File: config.mk
export PLATFORM = sky130hd
export DESIGN_NAME = accel_seq_fsm
export DESIGN_NICKNAME = d
export VERILOG_FILES = /design/src/rtl/accel_seq_fsm.sv
export SDC_FILE = /design/constraint.sdc
export NUM_CORES = 1
export LEC_CHECK = 0
export CORE_UTILIZATION = 45
export DETAILED_ROUTE_END_ITERATION = 8
export GPL_TIMING_DRIVEN = 0
export PLACE_DENSITY_LB_ADDON = 0.1
export SLEW_MARGIN = 5
export SYNTH_ARGS = -nofsm -noshare
export SYNTH_HDL_FRONTEND = slang
export SYNTH_SLANG_ARGS = --single-unit
File: constraint.sdc
create_clock -name clk -period 3.1 [get_ports clk]
set_input_delay 0.62 -clock clk [delete_from_list [all_inputs] [get_ports clk]]
set_output_delay 0.62 -clock clk [all_outputs]
set_load 0.01 [all_outputs]
File: src/rtl/accel_seq_fsm.sv
// Command sequencer for one accelerator: key read, text read, accelerator op and
// result write over the shared bus, then a {err, dest_addr} completion post.
module accel_seq_fsm #(
  parameter int unsigned ADDRW     = 24,
  parameter logic [1:0]  ACCEL_ID  = 2'b01,
  parameter logic [1:0]  MEM_ID    = 2'b00,
  parameter int unsigned TIMEOUT_W = 8
) (
  input  logic               clk,
  input  logic               rst_n,
  input  logic               req_valid,
  input  logic [3*ADDRW+1:0] req_data,
  output logic               ready_req_out,
  input  logic               compq_ready_in,
  output logic [ADDRW:0]     compq_data_out,
  output logic               valid_compq_out,
  output logic               arb_req,
  input  logic               arb_grant,
  input  logic [2:0]         ack_in,
  output logic [ADDRW+7:0]   data_out,
  output logic               busy
);

  // key_mode only steers the IDLE branch, so it is not kept in the latched request
  localparam int unsigned LATW = 3*ADDRW+1;

  typedef enum logic [3:0] {
    IDLE       = 4'd0,
    RDKEY      = 4'd1,
    WAIT_RDKEY = 4'd2,
    RDTEXT     = 4'd3,
    WAIT_RDTXT = 4'd4,
    OP         = 4'd5,
    WAIT_OP    = 4'd6,
    MEMWR      = 4'd7,
    WAIT_MEMWR = 4'd8,
    COMPLETE   = 4'd9
  } state_t;

  state_t               state_q, state_d;
  logic [LATW-1:0]      req_q, req_d;
  logic                 err_q, err_d;
  logic [TIMEOUT_W-1:0] cnt_q, cnt_d;
  logic [TIMEOUT_W-1:0] cnt_inc;

  logic                 op_flag;
  logic [ADDRW-1:0]     key_addr;
  logic [ADDRW-1:0]     src_addr;
  logic [ADDRW-1:0]     dest_addr;
  logic                 mem_ack;
  logic                 accel_ack;
  logic                 expire;
  logic [ADDRW+7:0]     rdkey_word;
  logic [ADDRW+7:0]     rdtext_word;
  logic [ADDRW+7:0]     op_word;
  logic [ADDRW+7:0]     memwr_word;

  assign op_flag   = req_q[LATW-1];
  assign key_addr  = req_q[3*ADDRW-1:2*ADDRW];
  assign src_addr  = req_q[2*ADDRW-1:ADDRW];
  assign dest_addr = req_q[ADDRW-1:0];

  assign mem_ack   = (ack_in == {1'b1, MEM_ID});
  assign accel_ack = (ack_in == {1'b1, ACCEL_ID});

  // The wait expires in the cycle whose miss would bring the counter to all-ones
  assign cnt_inc = cnt_q + TIMEOUT_W'(1);
  assign expire  = &cnt_inc;

  assign rdkey_word  = {key_addr, 2'b01, ACCEL_ID, MEM_ID, 2'b01};
  assign rdtext_word = {src_addr, 2'b00, ACCEL_ID, MEM_ID, 2'b01};
  assign op_word     = {{ADDRW{1'b0}}, op_flag, 1'b0, ACCEL_ID, 4'b0011};
  assign memwr_word  = {dest_addr, 2'b00, MEM_ID, ACCEL_ID, 2'b10};

  assign busy = (state_q != IDLE);

  always_ff @(posedge clk or negedge rst_n) begin
    if (!rst_n) begin
      state_q <= IDLE;
      req_q   <= '0;
      err_q   <= 1'b0;
      cnt_q   <= '0;
    end else begin
      state_q <= state_d;
      req_q   <= req_d;
      err_q   <= err_d;
      cnt_q   <= cnt_d;
    end
  end

  always_comb begin
    state_d         = state_q;
    req_d           = req_q;
    err_d           = err_q;
    cnt_d           = cnt_q;
    ready_req_out   = 1'b0;
    valid_compq_out = 1'b0;
    compq_data_out  = '0;
    arb_req         = 1'b0;
    data_out        = '0;

    case (state_q)
      IDLE: begin
        ready_req_out = 1'b1;
        if (req_valid) begin
          req_d   = req_data[LATW-1:0];
          err_d   = 1'b0;
          state_d = req_data[3*ADDRW+1] ? RDKEY : RDTEXT;
        end
      end

      RDKEY: begin
        arb_req  = 1'b1;
        data_out = rdkey_word;
        if (arb_grant) begin
          cnt_d   = '0;
          state_d = WAIT_RDKEY;
        end
      end

      WAIT_RDKEY: begin
        data_out = rdkey_word;
        if (mem_ack) begin
          state_d = RDTEXT;
        end else if (expire) begin
          err_d   = 1'b1;
          state_d = COMPLETE;
        end else begin
          cnt_d = cnt_inc;
        end
      end

      RDTEXT: begin
        arb_req  = 1'b1;
        data_out = rdtext_word;
        if (arb_grant) begin
          cnt_d   = '0;
          state_d = WAIT_RDTXT;
        end
      end

      WAIT_RDTXT: begin
        data_out = rdtext_word;
        if (mem_ack) begin
          state_d = OP;
        end else if (expire) begin
          err_d   = 1'b1;
          state_d = COMPLETE;
        end else begin
          cnt_d = cnt_inc;
        end
      end

      OP: begin
        arb_req  = 1'b1;
        data_out = op_word;
        if (arb_grant) begin
          cnt_d   = '0;
          state_d = WAIT_OP;
        end
      end

      WAIT_OP: begin
        data_out = op_word;
        if (accel_ack) begin
          state_d = MEMWR;
        end else if (expire) begin
          err_d   = 1'b1;
          state_d = COMPLETE;
        end else begin
          cnt_d = cnt_inc;
        end
      end

      MEMWR: begin
        arb_req  = 1'b1;
        data_out = memwr_word;
        if (arb_grant) begin
          cnt_d   = '0;
          state_d = WAIT_MEMWR;
        end
      end

      WAIT_MEMWR: begin
        data_out = memwr_word;
        if (mem_ack) begin
          state_d = COMPLETE;
        end else if (expire) begin
          err_d   = 1'b1;
          state_d = COMPLETE;
        end else begin
          cnt_d = cnt_inc;
        end
      end

      COMPLETE: begin
        valid_compq_out = 1'b1;
        compq_data_out  = {err_q, dest_addr};
        if (compq_ready_in) begin
          state_d = IDLE;
        end
      end

      default: begin
        state_d = IDLE;
      end
    endcase
  end

endmodule

==> impl_metrics.prom <==
# TYPE chip_impl_metric gauge
chip_impl_metric{name="slew_headroom",unit="%"} 47.5
chip_impl_metric{name="worst-path-max-fanout",unit=""} 10
chip_impl_metric{name="wire_per_inst",unit="microns"} 18.1
chip_impl_metric{name="layout_worst_path_cycle_share",unit="%"} 97.3
chip_impl_info{name="min-delay-path-class",value="input port to async pin"} 1
chip_impl_metric{name="max-vdd-ir-drop",unit="mV"} 0.492
chip_impl_info{name="cells_along_the_critical_path",value="buf_4, nand2b_2, or2_2, nand2_4, buf_4, a222oi_1, inv_1, clkdlybuf4s50_1"} 1
chip_impl_metric{name="synth_seq_cells",unit=""} 86
chip_impl_metric{name="vias_in_the_first_global_route",unit=""} 3876
chip_impl_metric{name="first_pass_grt_wire_length",unit="microns"} 19600
chip_impl_metric{name="worst_pin_slew",unit="ns"} 0.782
chip_impl_metric{name="clk_latency",unit="ns"} 0.34
chip_impl_metric{name="drv.max_cap_violation_count",unit=""} 0
chip_impl_info{name="netlist_top_cells_area",value="sky130_fd_sc_hd__dfrtp_1 48%, sky130_fd_sc_hd__mux2_2 18%, sky130_fd_sc_hd__a222oi_1 5.4%"} 1
chip_impl_metric{name="drt_pass1_iterations",unit=""} 8
chip_impl_metric{name="detailed_place_hpwl",unit="microns"} 8920
chip_impl_metric{name="syn-instance-count",unit=""} 398
chip_impl_metric{name="final-hold-violation-count",unit=""} 0
chip_impl_metric{name="p_leak",unit="nW"} 3.25
chip_impl_metric{name="post_detailed_placement_cell_area",unit="sq um"} 6040
chip_impl_metric{name="layout.cell_area.non_filler",unit="sq um"} 6500
chip_impl_metric{name="synth_edf_count",unit=""} 0
chip_impl_metric{name="synth_cell_types",unit=""} 54
chip_impl_metric{name="dieWidth",unit="microns"} 102
chip_impl_metric{name="number_of_buffers_inserted_for_hold_repair_after_clock_tree_synthesis",unit=""} 0
chip_impl_metric{name="power_frac_comb",unit="%"} 55.2
chip_impl_metric{name="placed_cells_incl_taps",unit=""} 668
chip_impl_metric{name="switching_share",unit="%"} 37.5
chip_impl_metric{name="asyncSetResetFlopFracSynth",unit="%"} 100
chip_impl_metric{name="timing.critical_path.slowest_cell_delay",unit="ns"} 0.53
chip_impl_metric{name="fp.dieArea",unit="sq um"} 10300
chip_impl_metric{name="finish.net_count",unit=""} 637
chip_impl_metric{name="io_buffer_count",unit=""} 139
chip_impl_metric{name="setup_violations",unit=""} 0
chip_impl_metric{name="fin_skew",unit="ns"} 0.00882
chip_impl_metric{name="synthesis.yosys.warnings",unit=""} 0
chip_impl_metric{name="gp_routability_congestion",unit=""} 0.918
chip_impl_metric{name="dr_total_vias",unit=""} 3760
chip_impl_metric{name="postLayoutCoreUtil",unit="%"} 69.0
chip_impl_info{name="critical_path.slowest_cell",value="sky130_fd_sc_hd__clkdlybuf4s50_1"} 1
chip_impl_metric{name="worst-endpoint-arrival",unit="ns"} 2.39
chip_impl_metric{name="placeableCoreArea",unit="sq um"} 9420
chip_impl_info{name="ctsRootBufferMaster",value="sky130_fd_sc_hd__clkbuf_8"} 1
chip_impl_metric{name="worst-endpoint-required",unit="ns"} 2.48
chip_impl_metric{name="power.density_cell_area",unit="nW/um^2"} 1000
chip_impl_metric{name="maximum_number_of_pins_on_one_net_before_global_route_repair",unit=""} 55
chip_impl_metric{name="htreeDepth",unit=""} 3
chip_impl_info{name="run_status",value="completed"} 1
chip_impl_metric{name="dieHeight",unit="microns"} 102
chip_impl_metric{name="synthDominantCellAreaShare",unit="%"} 48.3
chip_impl_metric{name="clock_power_share",unit="%"} 13.3
chip_impl_metric{name="synth_sequential_area_ratio",unit="%"} 48.3
chip_impl_metric{name="cts_buffer_depth",unit=""} 2
chip_impl_metric{name="instances_no_fill",unit=""} 687
chip_impl_info{name="final_cell_mix",value="112 x sky130_fd_sc_hd__clkdlybuf4s50_1, 86 x sky130_fd_sc_hd__dfrtp_1, 73 x sky130_fd_sc_hd__mux2_2"} 1
chip_impl_info{name="setup.worst_path.start_class",value="register"} 1
chip_impl_info{name="crit_top_cell",value="sky130_fd_sc_hd__buf_4"} 1
chip_impl_metric{name="drive_gt1_share",unit="%"} 25.6
chip_impl_metric{name="cts.reportedPaths.clkPinSlew",unit="ns"} 0.09
chip_impl_metric{name="total_length_of_routed_wires",unit="microns"} 12500
chip_impl_info{name="mostFrequentLayoutCell",value="sky130_fd_sc_hd__clkdlybuf4s50_1"} 1
chip_impl_metric{name="clock_sinks",unit=""} 86
chip_impl_metric{name="netlist_area",unit="sq um"} 4460
chip_impl_metric{name="detail_route.vias_per_cell",unit=""} 5.47
chip_impl_metric{name="fillerInstances",unit=""} 744
chip_impl_metric{name="antenna_violating_nets_post_route",unit=""} 0
chip_impl_metric{name="rows",unit=""} 35
chip_impl_info{name="category_of_the_worst_setup_path_capture_point",value="output pin"} 1
chip_impl_metric{name="final_critical_delay_including_setup_and_external_delays",unit="ns"} 3.01
chip_impl_metric{name="io_pins",unit=""} 143
chip_impl_metric{name="net-switching-power",unit="mW"} 2.45
chip_impl_metric{name="power_report.internal_total",unit="mW"} 4.07
chip_impl_info{name="cts_tree",value="done"} 1
chip_impl_metric{name="drc",unit=""} 0
chip_impl_info{name="synth_top_area_cell",value="sky130_fd_sc_hd__dfrtp_1"} 1
chip_impl_metric{name="initial_utilization",unit="%"} 47.3
chip_impl_metric{name="area_growth_syn_to_layout",unit="%"} 45.8
chip_impl_metric{name="post_synth.cell_area_avg",unit="sq um"} 11.2
chip_impl_info{name="synth_flop_cell",value="sky130_fd_sc_hd__dfrtp_1"} 1
chip_impl_info{name="worst-setup-path-type",value="register to output pin"} 1
chip_impl_metric{name="grt_util_all_layers",unit="%"} 25.3
chip_impl_metric{name="initial_antenna_violation_count",unit=""} 0
chip_impl_metric{name="seq_power_share",unit="%"} 31.5
chip_impl_metric{name="final_max_slew_viol_count",unit=""} 0
chip_impl_metric{name="final_antenna_diode_count",unit=""} 0
chip_impl_metric{name="grt_overflow",unit=""} 0
chip_impl_metric{name="drt_iter0_drc",unit=""} 193
chip_impl_metric{name="fmax",unit="MHz"} 332
chip_impl_metric{name="cts_buffers",unit=""} 9
## state kept, by name, indices dropped and copies added (netlist names)
name / cells
state_q: 4
cnt_q: 8
err_q: 1
req_q: 73
## logic make-up after synthesis
family / after synthesis / share of synthesized area, %
AOI/OAI and AO/OA: 69 / 13.0
xor gates and xnor gates: 5 / 0.983
adders and majority gates: 2 / 0.561
buffers and inverters: 62 / 6.01
DFF: 86 / 48.3
muxes: 76 / 19.1
other: 1 / 0.0841
and+or+nand+nor: 97 / 11.9
## through the flow
stage | hold WS [ns] | power [mW] | setup WS [ns] | setup TNS, ns
6_report | 0.209 | 6.52 | 0.0851 | 0
5_1_grt | 0.231 | 6.95 | -0.00506 | -0.00997
4_1_cts | 0.215 | 6.59 | 0.0157 | 0
3_5_place_dp | 0.476 | 5.54 | -0.431 | -15.11
3_3_place_gp | 0.466 | 5.44 | -1.77 | -164.21
2_1_floorplan | 0.324 | 4.08 | 0.658 | 0
## layer usage
layer / share of wire [%] / wire [microns] / GRT usage, % / up-vias
met2: 50 / 6200 / 42.6 / 155
li1: - / - / - / 1737
met3: 8.2 / 1030 / 6.49 / 21
met4: 2.2 / 279 / 10.1 / 0
met5: 0 / 0 / 0 / -
met1: 40 / 4960 / 31.0 / 1847
## power by group through the flow
stage / Combinational (mW) / Sequential [mW] / Clock [mW]
after floorplan: 2.15 / 1.94 / 0
after global placement: 3.42 / 2.02 / 0
after detailed placement: 3.49 / 2.05 / 0
after CTS: 3.67 / 2.04 / 0.884
after global routing: 3.88 / 2.13 / 0.935
final: 3.60 / 2.06 / 0.868
## what timing repair did
item,in CTS,in global routing
gates cloned,0,0
resized for setup,41,36
setup buffers,4,0
endpoints found under the setup margin,52,50
pin swaps,5,5
## synthesized netlist by cell type, drive strengths merged, types with 3 or more instances
master	count
dfrtp	86
mux2	73
inv	31
and2	25
a222oi	24
nand2	21
buf	18
nor2	17
clkbuf	13
nor3	10
a21oi	8
o21ai	7
nor2b	5
a21o	4
nand3	4
a211o	3
mux2i	3
nand2b	3
o31ai	3
xnor2	3
## worst paths after layout
path | startpoint | end | slack, ns | cells after the start
min reg2reg | err_q | err_q | 0.49 | 1
min | rst_n | state_q[2] | 0.21 | 1
max in group asynchronous | rst_n | cnt_q[5] | 2.26 | 2
max | state_q[3] | data_out[28] | 0.09 | 8
max reg2reg | cnt_q[0] | cnt_q[3] | 0.62 | 7
min in group clk | err_q | err_q | 0.49 | 1
## worst max-delay path, delay by kind of cell (launching register included)
| family | cells | cell delay, ns |
|---|---|---|
| flops | 1 | 0.40 |
| compound gates | 1 | 0.06 |
| buf+inv | 4 | 0.95 |
| simple gates | 3 | 0.65 |
## cell type report
cell class / count / area [sq um] / area share (%)
multi-input cells: 251 / 2100 / 32.3
clock buffers: 10 / 138 / 2.12
inverters: 31 / 116 / 1.79
clock inverters: 6 / 85.1 / 1.31
repair buffers: 144 / 1510 / 23.2
well taps: 129 / 161 / 2.48
flip-flops and latches: 86 / 2150 / 33.1
plain buffers: 30 / 238 / 3.66
Note: power is estimated with default switching activity, not from simulation.
